<file path="config.mk">
export PLATFORM = sky130hd
export DESIGN_NAME = mem_access_unit
export DESIGN_NICKNAME = d
export VERILOG_FILES = /design/src/rtl/mem_pkg.sv /design/src/rtl/mem_lane_align.sv /design/src/rtl/mem_access_unit.sv
export SDC_FILE = /design/constraint.sdc
export NUM_CORES = 1
export LEC_CHECK = 0
export CORE_MARGIN = 2
export CORE_UTILIZATION = 45
export CTS_BUF_LIST = sky130_fd_sc_hd__clkbuf_16
export CTS_CLUSTER_DIAMETER = 200
export CTS_CLUSTER_SIZE = 24
export DETAILED_ROUTE_END_ITERATION = 8
export GPL_ROUTABILITY_DRIVEN = 0
export PLACE_DENSITY_LB_ADDON = 0.1
export SYNTH_ARGS = -nofsm -noshare
export SYNTH_HDL_FRONTEND = slang
export SYNTH_SLANG_ARGS = --single-unit
export TNS_END_PERCENT = 50
</file>
<file path="constraint.sdc">
create_clock -name clk -period 4.5 [get_ports clk]
set_clock_uncertainty 0.15 [all_clocks]
set_input_delay 0.45 -clock clk [delete_from_list [all_inputs] [get_ports clk]]
set_output_delay 0.45 -clock clk [all_outputs]
set_load 0.005 [all_outputs]
</file>
<file path="src/rtl/mem_pkg.sv">
// Shared encodings for the load/store unit: access sizes, FSM states and
// word-offset geometry.
package mem_pkg;

    localparam logic [1:0] SZ_BYTE = 2'b00;
    localparam logic [1:0] SZ_HALF = 2'b01;
    localparam logic [1:0] SZ_WORD = 2'b10;

    localparam int WORD_OFFSET_BITS = 2;

    typedef enum logic {
        IDLE,
        RMW_WR
    } state_t;

    // Reserved size 2'b11 behaves exactly like a word access.
    function automatic logic [1:0] norm_size(input logic [1:0] size);
        return (size == 2'b11) ? SZ_WORD : size;
    endfunction

    function automatic logic is_misaligned(input logic [1:0] size,
                                           input logic [WORD_OFFSET_BITS-1:0] offset);
        logic mis;
        mis = 1'b0;
        case (size)
            SZ_HALF: mis = offset[0];
            SZ_WORD: mis = (offset != '0);
            default: mis = 1'b0;
        endcase
        return mis;
    endfunction

endpackage

</file>
<file path="src/rtl/mem_lane_align.sv">
// Byte/half lane steering: extracts and extends load data from a DM word and
// merges sub-word store data into a DM word for the read-modify-write path.
module mem_lane_align
    import mem_pkg::*;
(
    input  logic [31:0]                 word,
    input  logic [WORD_OFFSET_BITS-1:0] offset,
    input  logic [1:0]                  size,
    input  logic                        zero_ext,
    input  logic [31:0]                 wdata,
    output logic [31:0]                 load_data,
    output logic [31:0]                 merged
);

    logic [7:0]  lane_b;
    logic [15:0] lane_h;

    always_comb begin
        case (offset)
            2'd0:    lane_b = word[7:0];
            2'd1:    lane_b = word[15:8];
            2'd2:    lane_b = word[23:16];
            default: lane_b = word[31:24];
        endcase
        lane_h = offset[1] ? word[31:16] : word[15:0];
    end

    always_comb begin
        case (size)
            SZ_BYTE: load_data = zero_ext ? {24'h0, lane_b} : {{24{lane_b[7]}}, lane_b};
            SZ_HALF: load_data = zero_ext ? {16'h0, lane_h} : {{16{lane_h[15]}}, lane_h};
            default: load_data = word;
        endcase
    end

    always_comb begin
        merged = word;
        case (size)
            SZ_BYTE: merged[{offset, 3'b000} +: 8]       = wdata[7:0];
            SZ_HALF: merged[{offset[1], 4'b0000} +: 16] = wdata[15:0];
            default: merged = wdata;
        endcase
    end

endmodule

</file>
<file path="src/rtl/mem_access_unit.sv">
// Load/store unit: turns byte/half/word CPU accesses into word DM accesses,
// with a 2-cycle read-modify-write for sub-word stores and misalign capture.
module mem_access_unit
    import mem_pkg::*;
#(
    parameter int ADDR_W = 32,
    parameter int CNT_W  = 16
) (
    input  logic              clk,
    input  logic              rst_n,
    input  logic [ADDR_W-1:0] cpu_addr_i,
    input  logic [31:0]       cpu_wdata_i,
    input  logic              cpu_read_i,
    input  logic              cpu_write_i,
    input  logic [1:0]        cpu_size_i,
    input  logic              cpu_unsigned_i,
    output logic [31:0]       cpu_rdata_o,
    output logic              stall_o,
    output logic              misalign_o,
    output logic              err_sticky_o,
    output logic [ADDR_W-1:0] err_addr_o,
    output logic [CNT_W-1:0]  rmw_count_o,
    output logic [ADDR_W-1:0] dm_addr_o,
    output logic [31:0]       dm_wdata_o,
    output logic              dm_write_o,
    output logic              dm_read_o,
    input  logic [31:0]       dm_rdata_i
);

    state_t                      state_q, state_d;
    logic [31:0]                 merge_q;
    logic                        merge_load;
    logic                        rmw_done;
    logic                        err_sticky_q;
    logic [ADDR_W-1:0]           err_addr_q;
    logic [CNT_W-1:0]            rmw_count_q;

    logic [1:0]                  size;
    logic [WORD_OFFSET_BITS-1:0] offset;
    logic                        req;
    logic                        sub_word;
    logic                        misalign;
    logic [31:0]                 load_data;
    logic [31:0]                 merged;

    assign size     = norm_size(cpu_size_i);
    assign offset   = cpu_addr_i[WORD_OFFSET_BITS-1:0];
    assign req      = cpu_read_i | cpu_write_i;
    assign sub_word = (size != SZ_WORD);
    assign misalign = req & is_misaligned(size, offset);

    mem_lane_align u_align (
        .word      (dm_rdata_i),
        .offset    (offset),
        .size      (size),
        .zero_ext  (cpu_unsigned_i),
        .wdata     (cpu_wdata_i),
        .load_data (load_data),
        .merged    (merged)
    );

    // The DM address is always the word-aligned CPU address; during RMW_WR the
    // CPU is holding the same request, so no separate address register is needed.
    assign dm_addr_o = {cpu_addr_i[ADDR_W-1:WORD_OFFSET_BITS], {WORD_OFFSET_BITS{1'b0}}};

    always_comb begin
        state_d     = state_q;
        merge_load  = 1'b0;
        rmw_done    = 1'b0;
        stall_o     = 1'b0;
        dm_read_o   = 1'b0;
        dm_write_o  = 1'b0;
        dm_wdata_o  = cpu_wdata_i;
        cpu_rdata_o = 32'h0;
        case (state_q)
            IDLE: begin
                if (!misalign) begin
                    // A store takes priority over a simultaneous load.
                    if (cpu_write_i) begin
                        if (sub_word) begin
                            dm_read_o  = 1'b1;
                            stall_o    = rst_n;
                            merge_load = 1'b1;
                            state_d    = RMW_WR;
                        end else begin
                            dm_write_o = rst_n;
                        end
                    end else if (cpu_read_i) begin
                        dm_read_o   = 1'b1;
                        cpu_rdata_o = load_data;
                    end
                end
            end
            RMW_WR: begin
                dm_write_o = rst_n;
                dm_wdata_o = merge_q;
                rmw_done   = 1'b1;
                state_d    = IDLE;
            end
            default: state_d = IDLE;
        endcase
    end

    always_ff @(posedge clk) begin
        if (!rst_n) begin
            state_q      <= IDLE;
            merge_q      <= 32'h0;
            err_sticky_q <= 1'b0;
            err_addr_q   <= '0;
            rmw_count_q  <= '0;
        end else begin
            state_q <= state_d;
            if (merge_load)
                merge_q <= merged;
            if (rmw_done && (rmw_count_q != {CNT_W{1'b1}}))
                rmw_count_q <= rmw_count_q + CNT_W'(1);
            if (misalign && !err_sticky_q) begin
                err_sticky_q <= 1'b1;
                err_addr_q   <= cpu_addr_i;
            end
        end
    end

    assign misalign_o   = misalign;
    assign err_sticky_o = err_sticky_q;
    assign err_addr_o   = err_addr_q;
    assign rmw_count_o  = rmw_count_q;

endmodule

</file>
After elaboration in Yosys (flattened, before gate mapping) --
Cells that the tools add are included.
Storage, ports and cells: output and inout bits 149, memories kept 0, bits of input ports 103, ROM bits 0, bits in writable memories 0, latch bits 0, word-level logic and storage cells 61, register bits after elaboration 82
Cells by class: div/mod/pow operators 0, equality and inequality tests 7, bitwise logic cells 3, shift-type cells 4, reduce and logical (&&, ||, !) cells 6, multipliers 0, mux-type cells 33, add/subtract/negate cells 3, order comparisons 0
Operators by type and width (number):
- 32-bit two-way mux | 7
- 32-bit case mux with 2 select lines | 2
- 32-bit bitwise mux | 2
- 16-bit by 7-bit variable shift with 32-bit output (first input constant) | 1
- 8-bit by 7-bit variable shift with 32-bit output (first input constant) | 1
- 16-bit by 7-bit indexed part select with 32-bit output | 1
- 8-bit by 7-bit indexed part select with 32-bit output | 1
- 8-bit case mux with 3 select lines | 1
- 16-bit by 1-bit adder with 16-bit output (second input constant) | 1
- 1-bit two-way mux | 16
- 16-bit two-way mux | 1
- 16-bit inequality test (second input constant) | 1
- 5-bit negator with 7-bit output | 2
- 2-bit equality test (second input constant) | 3
- 1-bit case mux with 2 select lines | 3
- 2-bit by 1-bit equality test with 1-bit output (second input constant) | 2
- 2-bit zero test | 2
- 1-bit logical AND | 2
- 2-bit two-way mux | 1
- 2-bit inequality test (second input constant) | 1
- 2-bit nonzero test | 1
- 1-bit AND | 1
- 1-bit zero test | 1
- 1-bit NOT | 1
- 1-bit bitwise OR | 1

Logic depth before layout (Yosys ltp) --
word-level depth 8, mapped depth 10

Cells and area by module --
From an unflattened synthesis, not the netlist that was laid out.
Second synthesis, totals: cell total of the unflattened synthesis 761, area total of the unflattened synthesis 5941.9 um2
Modules (own cells, without submodules):
- mem_access_unit | seq. area each 1641.6 um2, cells an instance 499, area each 4083.9 um2, instances 1
- mem_lane_align | seq. area each 0.0 um2, cells an instance 262, area each 1858.0 um2, instances 1

Worst setup path after synthesis --
Ideal clock, no wire load.
path type input to output, start point in cpu_addr_i[1], end point out cpu_rdata_o[18], data required time 3.900 ns, data arrival time 2.516 ns, stages on the path 10, buffers on the path 4, slack 1.384 ns, cell sequence buf_2 > inv_1 > clkbuf_1 > ha_1 > buf_2 > a22oi_1 > a2111o_1 > a221o_1 > buf_2 > a21oi_1
On the way: word-level cells in the longest chain between the ends 8, elaborated cells between the ends (all ways) 15
RTL lines:
- start, declared | RTL line mem_access_unit.sv:11 | input logic [ADDR_W-1:0] cpu_addr_i,
- 2-bit equality test, or another cell as far along | RTL line mem_lane_align.sv:19 | case (offset)
- 8-bit case mux with 3 select lines | RTL line mem_lane_align.sv:19
- 32-bit two-way mux | RTL line mem_lane_align.sv:30 | SZ_BYTE: load_data = zero_ext ? {24'h0, lane_b} : {{24{lane_b[7]}}, lane_b};
- 32-bit case mux with 2 select lines | RTL line mem_lane_align.sv:29 | case (size)
- 32-bit two-way mux | RTL line mem_access_unit.sv:88 | end else if (cpu_read_i) begin
- 32-bit two-way mux | RTL line mem_access_unit.sv:79 | if (cpu_write_i) begin
- 32-bit two-way mux * | RTL line mem_access_unit.sv:77 | if (!misalign) begin
- 32-bit two-way mux * | RTL line mem_access_unit.sv:75 | case (state_q)
- end, declared | RTL line mem_access_unit.sv:17 | output logic [31:0] cpu_rdata_o,
Every way passes the cells marked *; elsewhere a longest branch is shown, timed or not.

Final worst setup path --
start point in cpu_addr_i[1], end point out cpu_rdata_o[24]
The elaborated chain is that of the path after synthesis.

==> impl_metrics.tcl <==
set metrics [dict create \
    hold_viol_final 0 \
    rsz0062_at_grt "false" \
    fin_cells 1007 \
    crit_type "primary input to output port" \
    cts.repair.resized 0 \
    avgSynthCellArea_sq_um 7.79 \
    fmax_mhz 255 \
    status "completed" \
    grt_pass1_vias 5648 \
    drt_iter0_drc 696 \
    cts_buffers 9 \
    utilization 0.692 \
    relSlewSlack 0.291 \
    grt_pass1_wl_um 28700 \
    setup_slack_ns 0.584 \
    areaGrowthSynthToFinish_pct 50.7 \
    die_w_um 112 \
    cts_root_buf "clkbuf_16" \
    powerDensity_nw_per_um2 265 \
    worstPathMaxFanout 13 \
    vdd_drop_max_v 0.000297 \
    hold_buffers 0 \
    dp.cells 991 \
    std_cell_rows 39 \
    worst_slew_pin_slew_ns 1.05 \
    ios 252 \
    dieArea_sq_um 12500 \
    setup_tns_ns 0 \
    yosys_warnings 0 \
    synth_seq_cells 82 \
    antenna_found_initial 0 \
    die_h_um 112 \
    n_antenna_cell 0 \
    maxCapViolCount 0 \
    postCtsSetupBuffers 0 \
    via_per_inst 6.01 \
    layout_worst_path_cycle_share 0.870 \
    worst_ep_arrival_time_ns 3.32 \
    vias 6048 \
    clk_latency_ns 0.34 \
    first_pass_iters 5 \
    hp-class "register to register" \
    ys_async_sr_fraction 0 \
    path_clk_slew_ns 0.06 \
    ys_seq_area_frac 0.315 \
    core_area_sq_um 11400 \
    p_leak_nw 2.88 \
    route.detailed.drc 0 \
    route.detailed.wl_per_inst_um 18.4 \
    nets 968 \
    portBuffers 249 \
    drv_slew 0 \
    synth_edf_count 0 \
    tritoncts "yes" \
    htreeDepth 3 \
    start_kind "primary input" \
    numClockSinks 82 \
    preCtsSetupSlack_ns 0.625 \
    ys.flop_type "dfxtp_1" \
    dp_hpwl_um 13400 \
    clockBufferDepth 2 \
    synthDistinctLibCells 49 \
    syn_inst 670 \
    routed_wl_um 18500 \
    grt_usage 0.282 \
    crit_required_ns 3.90 \
    grt_max_degree 65 \
    ant_nets 0 \
    start_util 0.459 \
    finalSetupViolCount 0 \
    grt_remaining_overflow 0 \
    min_period_ns 3.92 \
    drive_above_1_share 0.0891 \
    cp-end-kind "output port" \
    finalPower_mw 2.08 \
    syn_area_sq_um 5220 \
]
layer usage:
metal  vias to the layer above  GRT usage  wire, um
met4                         0      0.121       726
met3                        66     0.0577      1410
met5                         -          0         0
li1                       2827          -         -
met2                       327      0.482      9020
met1                      2828      0.344      7360
path summary, 6_finish.rpt:
path                   from         endpoint  slack [ns]  cells after the start
max           cpu_addr_i[1]  cpu_rdata_o[24]        0.58                      8
min          err_addr_o[13]   err_addr_o[13]        0.31                      2
max reg2reg  rmw_count_o[1]  rmw_count_o[10]        2.34                      5
min reg2reg  err_addr_o[13]   err_addr_o[13]        0.31                      2
state kept, by name, summed over array words and instances (netlist names):
signal        cells
err_addr_o       32
err_sticky_o      1
merge_q          32
rmw_count_o      16
state_q           1
cell families after synthesis:
family | count (synthesis) | share of synthesized area
AOI/OAI and AO/OA | 227 | 0.286
buffers and inverters | 119 | 0.111
adders and majority gates | 6 | 0.0144
DFF | 82 | 0.315
muxes | 47 | 0.100
and+or+nand+nor | 188 | 0.174
other | 1 | 0.000719
final cells by class:
| type | count | area, sq um |
|---|---|---|
| Clock buffer | 9 | 225 |
| Clock inverter | 7 | 93.8 |
| Fill cell | 983 | 3500 |
| Inverter | 32 | 120 |
| Multi-Input combinational cell | 470 | 3010 |
| Sequential cell | 82 | 1640 |
| Tap cell | 143 | 179 |
| Timing Repair Buffer | 264 | 2590 |
where the power goes:
group / internal (mW) / switching, mW / total [mW]
Clock: 0.485 / 0.300 / 0.784
Combinational: 0.279 / 0.232 / 0.511
Sequential: 0.765 / 0.0230 / 0.788
Total: 1.53 / 0.555 / 2.08
worst max-delay path, stage by stage:
cell and delay [ns]:
clkdlybuf4s50_1 0.48, inv_1 0.34, ha_1 0.30, a22oi_1 0.11
a2111o_1 0.39, a221o_1 0.51, a21oi_1 0.20, clkdlybuf4s50_1 0.53
stage by stage:
| stage | instance area (sq um) | hold slack [ns] |
|---|---|---|
| 3_3_place_gp | 7550 | 0.295 |
| 6_report | 7870 | 0.307 |
| 4_1_cts | 7870 | 0.311 |
| 3_5_place_dp | 7550 | 0.303 |
| 2_1_floorplan | 5220 | 0.288 |
| 5_1_grt | 7870 | 0.332 |
synthesized netlist by cell type, drive strengths merged, types with 5 or more instances:
cell | instances | share of area
clkbuf | 42 | 0.031
a222oi | 10 | 0.019
or3 | 6 | 0.0072
a22oi | 8 | 0.012
o21ai | 71 | 0.068
dfxtp | 82 | 0.31
nor2 | 32 | 0.023
o31ai | 7 | 0.010
nor3 | 9 | 0.0086
or4 | 7 | 0.010
nand4 | 7 | 0.0096
a221oi | 30 | 0.050
nor2b | 5 | 0.0060
nand2b | 5 | 0.0060
mux2 | 41 | 0.088
nand3 | 47 | 0.045
a22o | 11 | 0.018
o22ai | 7 | 0.0084
buf | 45 | 0.057
a21oi | 57 | 0.055
ha | 6 | 0.014
nand2 | 59 | 0.042
inv | 30 | 0.022
mux2i | 6 | 0.012
placed cells by master (no fill, tap or decap), types with 6 or more instances in the layout:
cell type	synthesis	final
clkdlybuf4s50_1	0	247
dfxtp_1	82	81
o21ai_0	71	71
nand2_1	59	59
a21oi_1	57	57
nand3_1	47	47
mux2_2	41	41
nor2_1	32	32
inv_1	30	30
a221oi_1	30	30
buf_4	32	15
a22o_1	11	11
a222oi_1	10	10
nor3_1	9	9
clkbuf_16	0	9
a22oi_1	8	8
o22ai_1	7	7
o31ai_1	7	7
or4_1	7	7
nand4_1	6	6
mux2i_1	6	6
or3_1	6	6
ha_1	6	6
(Power assumes the default switching activity.)
==> RTL edit 1 (config.mk and constraints unchanged) <==
Reset style: asynchronous (`rst_n`), changed in one clocked block.
--- a/src/rtl/mem_access_unit.sv
+++ b/src/rtl/mem_access_unit.sv
@@ -101,7 +101,7 @@
         endcase
     end
 
-    always_ff @(posedge clk) begin
+    always_ff @(posedge clk or negedge rst_n) begin
         if (!rst_n) begin
             state_q      <= IDLE;
             merge_q      <= 32'h0;
Check against the original RTL: differs if rst_n is asserted again (counterexample within 4 cycles, from zero or initial values and one cycle with rst_n low); with rst_n held inactive, the same outputs for 4 cycles.
==> RTL edit 1 against the unedited design <==
Power up 18%; critical endpoint is now cpu_rdata_o[31]; synthesized cell count fell by 21%; count of clock-buffer cells in the layout unchanged; highest routed layer unchanged; largest power group unchanged; routed wire length down 3.5%; worst setup slack worse by 0.40 ns; design area rose by 0.32%; sequential cell count did not move; sequential share of layout area is 5.1 points higher; first-iteration DRC count decreased by 28%; area after synthesis is 0.26% higher; register-to-register slack worse by 0.02 ns; via count is 15% lower.
==> RTL edit 1: results (changes against the unedited design) <==
COMB-POWER_mW=0.769  # +50%
SYNTH_XOR_XNOR_AREA_SHARE=0.0167  # +0.0167
DP_HPWL_UM=13600  # +1.4%
STATUS='completed'
WORST_SUPPLY_VOLTAGE_DROP_ON_VDD_uV=161  # -46%
LEAKAGEPOWER_nW=3.23  # +12%
SYNTH-ADDER-AREA-SHARE=0.0143  # -0.0000378
R2R_SETUP_SLK_NS=2.32  # -0.02 ns
GLOBAL_ROUTE.USAGE.MET1=0.365  # +0.0213
POSTCTSHOLDBUFS=1  # +1
POST_SYNTH_MUX_AREA_SHARE=0.173  # +0.0729
CPLARGESTDELAYFAMILY='compound AO/OA/AOI/OAI gates'
WORST_PATH_LARGEST_CELL_DELAY_NS=0.77  # +0.24 ns
SHARE_OF_POST_ROUTE_CELLS_WITH_DRIVE_STRENGTH_ABOVE_1=0.146  # +0.0572
PLACE_AREA_UM2=7590  # +0.61%
FINALWIRELENGTH_UM=17900  # -3.5%
SYNTHFLOPTYPE='sky130_fd_sc_hd__dfrtp_1'
CLOCKPOWERSHARE=0.293  # -0.083
WL_MET1_UM=7110  # -3.5%
YS_TOP_CELLS_BY_COUNT='82 x sky130_fd_sc_hd__dfrtp_1, 66 x sky130_fd_sc_hd__mux2_2, 51 x sky130_fd_sc_hd__nor2_1, 32 x sky130_fd_sc_hd__a221oi_1, 32 x sky130_fd_sc_hd__buf_4'
HOLD_SLACK_NS=0.329  # +0.0220 ns
DETAILROUTE.WIRELENGTH.MET2_UM=8580  # -4.9%
POWER_PER_CELL_AREA_nW_PER_UM2=310  # +17%
CRITICAL-PATH-SLOWEST-CELL='sky130_fd_sc_hd__a221o_1'
SYNTH-ASYNC-RESET-RATIO=1.00  # +1.00
==> RTL edit 1: layout make-up <==
class / instances / area (µm²) / share of cell area
inverter: 23 / 86.3 / 0.0109
tap: 143 / 179 / 0.0227
timing repair buffer: 263 / 2590 / 0.329
multi-input combinational: 354 / 2690 / 0.341
clock buffer: 9 / 225 / 0.0285
clock inverter: 7 / 62.6 / 0.00793
sequential: 82 / 2050 / 0.260
==> RTL edit 1: final timing paths <==
kind	startpoint	to	cells after the start
max	cpu_addr_i[1]	cpu_rdata_o[31]	8
min	merge_q[24]	merge_q[24]	1
max reg2reg	state_q	merge_q[31]	6
min reg2reg	merge_q[24]	merge_q[24]	1
max in group asynchronous	rst_n	err_addr_o[4]	3
min in group asynchronous	rst_n	merge_q[5]	2
==> RTL edit 1: logic make-up (layout without fill, tap and decap cells) <==
family	after synthesis	after routing
xor gates and xnor gates	10	10
muxes	82	82
buffers and inverters	95	302
other	1	2
DFF	82	82
and+or+nand+nor	122	122
AOI/OAI and AO/OA	132	132
adders and majority gates	6	6
==> RTL edit 2 (same settings) <==
Made on the original files. The parameter `CNT_W` goes from 16 to 12.
--- a/src/rtl/mem_access_unit.sv
+++ b/src/rtl/mem_access_unit.sv
@@ -4,7 +4,7 @@
     import mem_pkg::*;
 #(
     parameter int ADDR_W = 32,
-    parameter int CNT_W  = 16
+    parameter int CNT_W  = 12
 ) (
     input  logic              clk,
     input  logic              rst_n,
Ports: changed (resized rmw_count_o); port bits go from 252 to 248. No check against the original RTL was run, so the function may have changed too.
==> RTL edit 2 against the unedited design <==
First-iteration DRC count down 14%; core utilization fell by 1.3 points; area after synthesis grew 0.89%; routed wire length rose by 3.1%; design area decreased by 1.5%; global-route usage increased by 0.67 points; maximum frequency shrank 5.2%; power is 7.2% lower; sequential cell count shrank 4; worst setup slack worse by 0.21 ns; combinational power rose by 4.3%; non-clock buffer count is 6 lower; largest cell class unchanged.
==> RTL edit 2: results (changes against the unedited design) <==
STATUS='completed'
TIMING.FINAL.WS_SETUP_NS=0.369  # -0.215 ns
YOSYS_WARNINGS=0  # unchanged
LEAKAGEPOWER_nW=2.87  # -0.27%
CRITPATHMAXFANOUT=10  # -3
DRT-WIRELENGTH-PER-CELL_UM=19.0  # +3.5%
WORST_SLEW_PIN_SLEW_NS=0.993  # -0.0620 ns
DRT-INITIAL-DRC-COUNT=599  # -14%
GLOBAL_ROUTE_WIRE_LENGTH_BEFORE_REPAIR_UM=29400  # +2.2%
SYNTH.LIB_CELLS_USED.DISTINCT=52  # +6.1%
CTSLONGESTPATHBUFFERS=2  # unchanged
FIRST_GLOBAL_VIAS=5591  # -1.0%
FINAL_NETS=965  # -0.31%
CLOCK_TREE.ROOT_CELL='sky130_fd_sc_hd__clkbuf_16'
NUM_ANTENNA_CELLS=0  # unchanged
IO_BUFFERS=245  # -1.6%
DP_HPWL_UM=14200  # +5.4%
SEQ_AREA_FRAC_SYNTH=0.297  # -0.0180
CTS.REPAIR.RESIZED=0  # unchanged
SYNTHFLOPTYPE='sky130_fd_sc_hd__dfxtp_1'
SYNTH-ASYNC-RESET-RATIO=0  # unchanged
CTS_INSERTED_BUFFERS=9  # unchanged
POST-CTS-SETUP-BUFFERS=0  # unchanged
CTSHTREEMAXLEVEL=3  # unchanged
GR-USAGE-ALL-LAYERS=0.288  # +0.00669
DRT-PASS1-ITER-COUNT=7  # +2
PLACE_AREA_UM2=7490  # -0.80%
COREAREA_UM2=11400  # +0.43%
POST_SYNTH_MAIN_AREA_CONTRIBUTORS='sky130_fd_sc_hd__dfxtp_1 30%, sky130_fd_sc_hd__mux2_2 9.4%, sky130_fd_sc_hd__o21ai_0 6.7%'
CP_DATA_ARRIVAL_TIME_NS=3.53  # +0.21 ns
DR_TOTAL_VIAS=5936  # -1.9%
WORST_SUPPLY_VOLTAGE_DROP_ON_VDD_uV=222  # -25%
ANTENNA_FOUND_INITIAL=0  # unchanged
WORST_HOLD_PATH_TYPE='reg2reg'
CTS.CLK_SLEW.WORST_PATHS_NS=0.05
POWER_SWITCHING_mW=0.548  # -1.2%
PIN_COUNT_OF_THE_BIGGEST_NET_ENTERING_GLOBAL_ROUTING=104  # +60%
SHARE_OF_POST_ROUTE_CELLS_WITH_DRIVE_STRENGTH_ABOVE_1=0.0919  # +0.00274
YS_TOP_CELLS_BY_COUNT='78 x sky130_fd_sc_hd__dfxtp_1, 70 x sky130_fd_sc_hd__o21ai_0, 60 x sky130_fd_sc_hd__a21oi_1, 52 x sky130_fd_sc_hd__nand2_1, 44 x sky130_fd_sc_hd__mux2_2'
DP_SLACK_NS=0.450  # -0.174 ns
CLK-INSERTION-DELAY-LATE_NS=0.33
[RTL edit 2: cell type report]
class | count | area [µm²]
timing repair buffer | 258 | 2540
clock buffer | 9 | 225
clock inverter | 6 | 37.5
multi-input combinational | 471 | 3060
fill | 1003 | 3670
sequential | 78 | 1560
inverter | 38 | 143
tap | 143 | 179
[RTL edit 2: metal layers]
layer | up-vias | share of wire | GRT usage
met4 | 0 | 0.033 | 0.120
met1 | 2714 | 0.39 | 0.359
li1 | 2817 | - | -
met2 | 355 | 0.47 | 0.478
met5 | - | 0 | 0
met3 | 50 | 0.11 | 0.0718
[RTL edit 2: critical path: stages]
cell                              delay [ns]
sky130_fd_sc_hd__clkdlybuf4s50_1        0.71
sky130_fd_sc_hd__ha_1                   0.48
sky130_fd_sc_hd__a21oi_1                0.16
sky130_fd_sc_hd__a2111oi_4              0.47
sky130_fd_sc_hd__nor2_1                 0.24
sky130_fd_sc_hd__a221oi_1               0.44
sky130_fd_sc_hd__clkdlybuf4s50_1        0.58
[RTL edit 2: through the flow]
step | power, mW | util | hold slack [ns] | cells
finish | 1.93 | 0.679 | 0.304 | 1003
global route | 2.02 | 0.679 | 0.321 | 1003
CTS | 1.95 | 0.679 | 0.309 | 1003
detailed placement | 1.30 | 0.656 | 0.301 | 988
global placement | 1.29 | 0.656 | 0.288 | 988
floorplan | 1.01 | - | 0.295 | 677
[RTL edit 2: kinds of logic after synthesis]
kind of cell / synth area share
AO/OA/AOI/OAI: 0.281
AND/OR/NAND/NOR: 0.159
buffers and inverters: 0.122
flip-flops: 0.297
multiplexers: 0.125
adder cells (fa/ha/maj): 0.0143
other: 0.000712
XOR/XNOR: 0.00166
[RTL edit 2: power groups by stage]
stage	registers, mW	clock network, mW	logic (mW)
2_1_floorplan	0.764	0	0.245
3_3_place_gp	0.769	0	0.520
3_5_place_dp	0.770	0	0.525
4_1_cts	0.756	0.661	0.528
5_1_grt	0.759	0.689	0.570
6_report	0.755	0.644	0.533
[RTL edit 2: final timing paths]
check,startpoint,to,slack (ns),depth (start not counted)
worst max-delay path,cpu_addr_i[0],cpu_rdata_o[13],0.37,7
worst min-delay path,err_addr_o[14],err_addr_o[14],0.30,2
worst max register to register,state_q,rmw_count_o[9],2.23,4
worst min register to register,err_addr_o[14],err_addr_o[14],0.30,2
